File: src/rtl/mult_seq_16b_pkg.sv
// Shared types and constants for the iterative 16x16 multiplier.
// State encoding, step count and counter width live here.
package mult_seq_16b_pkg;

  typedef enum logic [1:0] {
    ST_IDLE = 2'd0,
    ST_RUN  = 2'd1,
    ST_DONE = 2'd2
  } state_t;

  localparam int MULT_STEPS = 16;
  localparam int CNT_W      = 4;

endpackage

File: src/rtl/mult_seq_16b_cla.sv
// 16-bit carry-lookahead adder: four 4-bit groups with
// group generate/propagate feeding a second lookahead level.
module cla_16b (
  input  logic [15:0] a,
  input  logic [15:0] b,
  input  logic        c_in,
  output logic [15:0] sum,
  output logic        c_out
);

  function automatic logic [3:0] grp_c(
    input logic [3:0] g,
    input logic [3:0] p,
    input logic       ci
  );
    logic [3:0] c;
    c[0] = ci;
    c[1] = g[0] | (p[0] & ci);
    c[2] = g[1] | (p[1] & g[0]) | (&p[1:0] & ci);
    c[3] = g[2] | (p[2] & g[1]) | (&p[2:1] & g[0])
         | (&p[2:0] & ci);
    return c;
  endfunction

  logic [15:0] w_g;
  logic [15:0] w_p;
  logic [15:0] w_c;
  logic [3:0]  w_gg;
  logic [3:0]  w_gp;
  logic [3:0]  w_cg;

  assign w_g = a & b;
  assign w_p = a ^ b;

  for (genvar j = 0; j < 4; j++) begin : g_grp
    logic [3:0] w_gj;
    logic [3:0] w_pj;
    assign w_gj = w_g[4*j +: 4];
    assign w_pj = w_p[4*j +: 4];
    assign w_gg[j] = w_gj[3] | (w_pj[3] & w_gj[2])
                   | (&w_pj[3:2] & w_gj[1])
                   | (&w_pj[3:1] & w_gj[0]);
    assign w_gp[j] = &w_pj;
    assign w_c[4*j +: 4] = grp_c(w_gj, w_pj, w_cg[j]);
  end

  // second lookahead level across the four groups
  assign w_cg[0] = c_in;
  assign w_cg[1] = w_gg[0] | (w_gp[0] & c_in);
  assign w_cg[2] = w_gg[1] | (w_gp[1] & w_gg[0])
                 | (&w_gp[1:0] & c_in);
  assign w_cg[3] = w_gg[2] | (w_gp[2] & w_gg[1])
                 | (&w_gp[2:1] & w_gg[0])
                 | (&w_gp[2:0] & c_in);
  assign c_out   = w_gg[3] | (w_gp[3] & w_cg[3]);

  assign sum = w_p ^ w_c;

endmodule

File: src/rtl/mult_seq_16b_flop.sv
// Flop primitive: D register with synchronous active-low clear.
// Every multiplier register is built from this cell.
module flop_srn #(
  parameter int W = 1
) (
  input  logic         clk,
  input  logic         rst,
  input  logic [W-1:0] d,
  output logic [W-1:0] q
);

  always_ff @(posedge clk) begin
    if (!rst) q <= '0;
    else      q <= d;
  end

endmodule

File: src/rtl/mult_seq_16b.sv
// Iterative unsigned 16x16 shift-add multiplier, one step per cycle,
// sharing the execute-stage 16-bit CLA for each partial-product add.
module mult_seq_16b
  import mult_seq_16b_pkg::*;
#(
  parameter int N = 16
) (
  input  logic           clk,
  input  logic           rst,
  input  logic           in_valid,
  output logic           in_ready,
  input  logic [N-1:0]   a,
  input  logic [N-1:0]   b,
  input  logic           kill,
  output logic           out_valid,
  input  logic           out_ready,
  output logic [2*N-1:0] product
);

  logic [1:0]       r_state;
  logic [N-1:0]     r_m;
  logic [2*N:0]     r_p;
  logic [CNT_W-1:0] r_cnt;

  state_t           w_state;
  state_t           w_state_d;
  logic [N-1:0]     w_m_d;
  logic [2*N:0]     w_p_d;
  logic [CNT_W-1:0] w_cnt_d;
  logic [N-1:0]     w_sum;
  logic             w_cout;
  logic [N:0]       w_hi;

  flop_srn #(.W(2)) u_st (
    .clk(clk), .rst(rst), .d(w_state_d), .q(r_state)
  );
  flop_srn #(.W(N)) u_m (
    .clk(clk), .rst(rst), .d(w_m_d), .q(r_m)
  );
  flop_srn #(.W(2*N+1)) u_p (
    .clk(clk), .rst(rst), .d(w_p_d), .q(r_p)
  );
  flop_srn #(.W(CNT_W)) u_cnt (
    .clk(clk), .rst(rst), .d(w_cnt_d), .q(r_cnt)
  );

  cla_16b u_cla (
    .a    (r_p[2*N-1:N]),
    .b    (r_m),
    .c_in (1'b0),
    .sum  (w_sum),
    .c_out(w_cout)
  );

  assign w_state = state_t'(r_state);

  // P[32] is always zero entering a step, so the skip path
  // simply passes the 17-bit high part through
  assign w_hi = r_p[0] ? {w_cout, w_sum} : r_p[2*N:N];

  always_comb begin
    w_state_d = w_state;
    w_m_d     = r_m;
    w_p_d     = r_p;
    w_cnt_d   = r_cnt;
    if (kill) begin
      w_state_d = ST_IDLE;
      w_m_d     = '0;
      w_p_d     = '0;
      w_cnt_d   = '0;
    end else begin
      unique case (w_state)
        ST_IDLE: begin
          if (in_valid) begin
            w_state_d = ST_RUN;
            w_m_d     = a;
            w_p_d     = {{(N+1){1'b0}}, b};
            w_cnt_d   = '0;
          end
        end
        ST_RUN: begin
          w_p_d   = {1'b0, w_hi, r_p[N-1:1]};
          w_cnt_d = r_cnt + 1'b1;
          if (r_cnt == CNT_W'(MULT_STEPS - 1))
            w_state_d = ST_DONE;
        end
        ST_DONE: begin
          if (out_ready) w_state_d = ST_IDLE;
        end
        default: w_state_d = ST_IDLE;
      endcase
    end
  end

  assign in_ready  = (w_state == ST_IDLE);
  assign out_valid = (w_state == ST_DONE);
  assign product   = r_p[2*N-1:0];

endmodule

File: config.mk
export PLATFORM = sky130hd
export DESIGN_NAME = mult_seq_16b
export DESIGN_NICKNAME = d
export VERILOG_FILES = /design/src/rtl/mult_seq_16b_pkg.sv /design/src/rtl/mult_seq_16b_cla.sv /design/src/rtl/mult_seq_16b_flop.sv /design/src/rtl/mult_seq_16b.sv
export SDC_FILE = /design/constraint.sdc
export NUM_CORES = 1
export LEC_CHECK = 0
export ABC_AREA = 1
export BUFFER_PORTS_ARGS = -buffer_cell sky130_fd_sc_hd__buf_2
export CAP_MARGIN = 40
export CORE_ASPECT_RATIO = 0.7
export CORE_UTILIZATION = 45
export CTS_BUF_LIST = sky130_fd_sc_hd__clkbuf_2 sky130_fd_sc_hd__clkbuf_4 sky130_fd_sc_hd__clkbuf_8
export DETAILED_ROUTE_END_ITERATION = 6
export HOLD_SLACK_MARGIN = 0.08
export PLACE_DENSITY_LB_ADDON = 0.12
export SYNTH_ARGS = -nofsm -noshare
export SYNTH_HDL_FRONTEND = slang
export SYNTH_SLANG_ARGS = --single-unit
File: constraint.sdc
create_clock -name clk -period 2.54 [get_ports clk]
set_input_delay 0.381 -clock clk [delete_from_list [all_inputs] [get_ports clk]]
set_output_delay 0.381 -clock clk [all_outputs]
set_load 0.05 [all_outputs]
==> metrics.csv <==
metric,value,unit
status,completed,
nNetsFinal,530,
max_freq,463,MHz
first_iter_violations,122,
p_leak,1.55,nW
worst_pin_slew,615,ps
clock_sinks,54,
max_cap_violations,0,
die_w,98.8,um
finClkSkew,10.3,ps
rsz0062_at_grt,no,
grt_usage,21.7,%
htree_levels,2,
synth_area,2950,um^2
grt_max_degree,36,
firstDrtPassIters,4,
wire_per_inst,12.7,um
synth_seq_area_share,36.6,%
reg2reg_from,u_p.q[25]$_SDFFE_PP0P_,
gp_congestion,0.850,
cts_made_buffers,5,
antenna_found_initial,0,
worstHoldStart,a[9],
antenna_cells,0,
clk_latency,310,ps
cts_tree,built,
cts_buffer_depth,2,
cp.required,2760,ps
initial_core_util,47.0,%
setup_viol,0,
finalSetupTns,0,ps
netlist_instances,410,
dp.final_hpwl,4.89,mm
place_area,3320,um^2
core_area,6280,um^2
drc,0,
post_cts_resized,0,
power_density,546,nW/um^2
final-hold-violation-count,0,
fin_cells,551,
via_per_inst,5.05,
layout-drive-gt1-share,19.9,%
period_minus_slack,2160,ps
nFillCells,615,
reg2regPathDepth,12,
die-area,6890,um^2
hold_buffers,0,
fp-row-count,24,
die_y,69.8,um
yosys_warnings,0,
hp-class,in2reg,
rr_endpoint,u_p.q[28]$_SDFFE_PP0P_,
cp_data_arrival_time,2380,ps
clockRootBuffer,clkbuf_8,
slew_headroom,58.7,%
vias,2785,
holdPathEnd,u_m.q[9]$_SDFFE_PP0P_,
ys_ff_latch,54,
overflow,0,
grt_pass1_vias,2557,
finalWirelength,7.01,mm
endpoint_kind,register,
cp_max_fo,4,
total_power,0.00189,W
synth_fp_nets,468,
ir_drop,215,uV
top_level_ports,71,
holdPathStages,3,
final_core_util,55.2,%
synth_cell_types,28,
grt_first_pass_wirelength,12.1,mm
port_buffers,70,
dpl.cell_count,543,
path_clk_slew,100,ps
multi_input_area,1620,um^2
postCtsSetupBuffers,0,
critPathLaunchType,register,
r2r_setup_slack,380,ps
ff_latch_area,1080,um^2
critical_path_class,reg2reg,
stdcell_area,3460,um^2
syn_avg_cell_area,7.20,um^2
min_period_over_period,85.0,%
areaGrowthSynthToFinish,17.3,%
drv_slew,0,
antenna_left,0,
-- stage by stage --
| step | worst slack [ps] | hold WS (ps) |
|---|---|---|
| final | 382 | 315 |
| after global routing | 87.5 | 323 |
| after CTS | 386 | 317 |
| after global placement | 447 | 447 |
| after detailed placement | 419 | 474 |
| after floorplan | 228 | 438 |
-- registers in the layout (all words and copies together) (netlist names) --
signal,flops
u_p.q,32
u_m.q,16
u_cnt.q,4
u_st.q,2
-- worst max-delay path, stage by stage, from the launching register on --
cell	delay, ps
dfxtp_1	350
ha_1	350
nand2_1	100
nor2_1	140
and2_1	140
nand2_1	60
nand3_2	90
inv_1	60
fa_1	370
xor2_1	170
nand2_1	60
o211ai_1	70
a21oi_1	130
-- Yosys cell counts --
master    instances  area [um^2]
a31oi_1          15         93.8
nand4_1           2         12.5
buf_2             7         35.0
xor2_1            5         43.8
nand3_2           1         10.0
a21oi_1          38          190
dfxtp_1          54         1080
nand2_2           3         18.8
inv_2             1         3.75
nand2_1          98          368
ha_1             17          213
nand2_4           1         11.3
nor2_4            1         11.3
and2_1            1         6.26
fa_1              4         80.1
nor2_8            2         40.0
o21ai_1          13         65.1
inv_1            33          124
clkbuf_1          8         30.0
o211ai_1          5         37.5
buf_6             4         45.0
nor2_2            1         6.26
xnor2_1           1         8.76
clkinv_1          1         3.75
o21ai_0          30          150
nand3_1          14         70.1
nor2_1           48          180
inv_4             2         12.5
-- power by group --
group / switching (W) / internal [W]
Clock: 0.000293 / 0.000421
Combinational: 0.000195 / 0.0000830
Sequential: 0.0000228 / 0.000875
-- cells by family (layout without fill, tap and decap cells) --
kind of cell,after synthesis,in the layout,share of synthesized area [%]
AND/OR/NAND/NOR,172,172,24.9
adder cells (fa/ha/maj),21,21,9.92
AO/OA/AOI/OAI,101,101,18.2
XOR/XNOR,6,6,1.78
buffers and inverters,56,119,8.60
flip-flops,54,54,36.6
-- metal layers --
| layer | up-vias | GRT usage [%] | share of wire (%) |
|---|---|---|---|
| met5 | - | 0 | 0 |
| met4 | 0 | 4.64 | 0.58 |
| met3 | 5 | 3.43 | 4.3 |
| met2 | 57 | 34.9 | 44 |
| met1 | 1257 | 30.7 | 51 |
| li1 | 1466 | - | - |
-- area by class of cell --
| cell class | instances | area share (%) |
|---|---|---|
| Timing Repair Buffer | 74 | 11.0 |
| Clock inverter | 2 | 1.73 |
| Inverter | 37 | 4.16 |
| Sequential cell | 54 | 31.2 |
| Tap cell | 78 | 2.82 |
| Multi-Input combinational cell | 300 | 46.7 |
| Clock buffer | 6 | 2.39 |
-- worst max path at each step --
stage | to | from
floorplan | u_p.q[27]$_SDFFE_PP0P_ | u_p.q[19]$_SDFFE_PP0P_
global placement | u_p.q[28]$_SDFFE_PP0P_ | u_p.q[27]$_SDFFE_PP0P_
detailed placement | u_p.q[28]$_SDFFE_PP0P_ | u_p.q[27]$_SDFFE_PP0P_
CTS | u_p.q[28]$_SDFFE_PP0P_ | u_p.q[25]$_SDFFE_PP0P_
global route | u_p.q[23]$_SDFFE_PP0P_ | u_p.q[18]$_SDFFE_PP0P_
finish | u_p.q[28]$_SDFFE_PP0P_ | u_p.q[25]$_SDFFE_PP0P_
-- placed cells by master, fill, tap and decap left out, types with 3 or more instances in the layout --
cell type / n
fa_1: 4
nand2_1: 98
nand3_1: 14
buf_2: 70
o211ai_1: 5
clkbuf_8: 6
o21ai_0: 30
nor2_1: 48
o21ai_1: 13
xor2_1: 5
a31oi_1: 15
ha_1: 17
buf_4: 4
dfxtp_1: 54
a21oi_1: 38
inv_1: 33
nand2_2: 3
No activity file was read; power rests on OpenSTA's default activity.
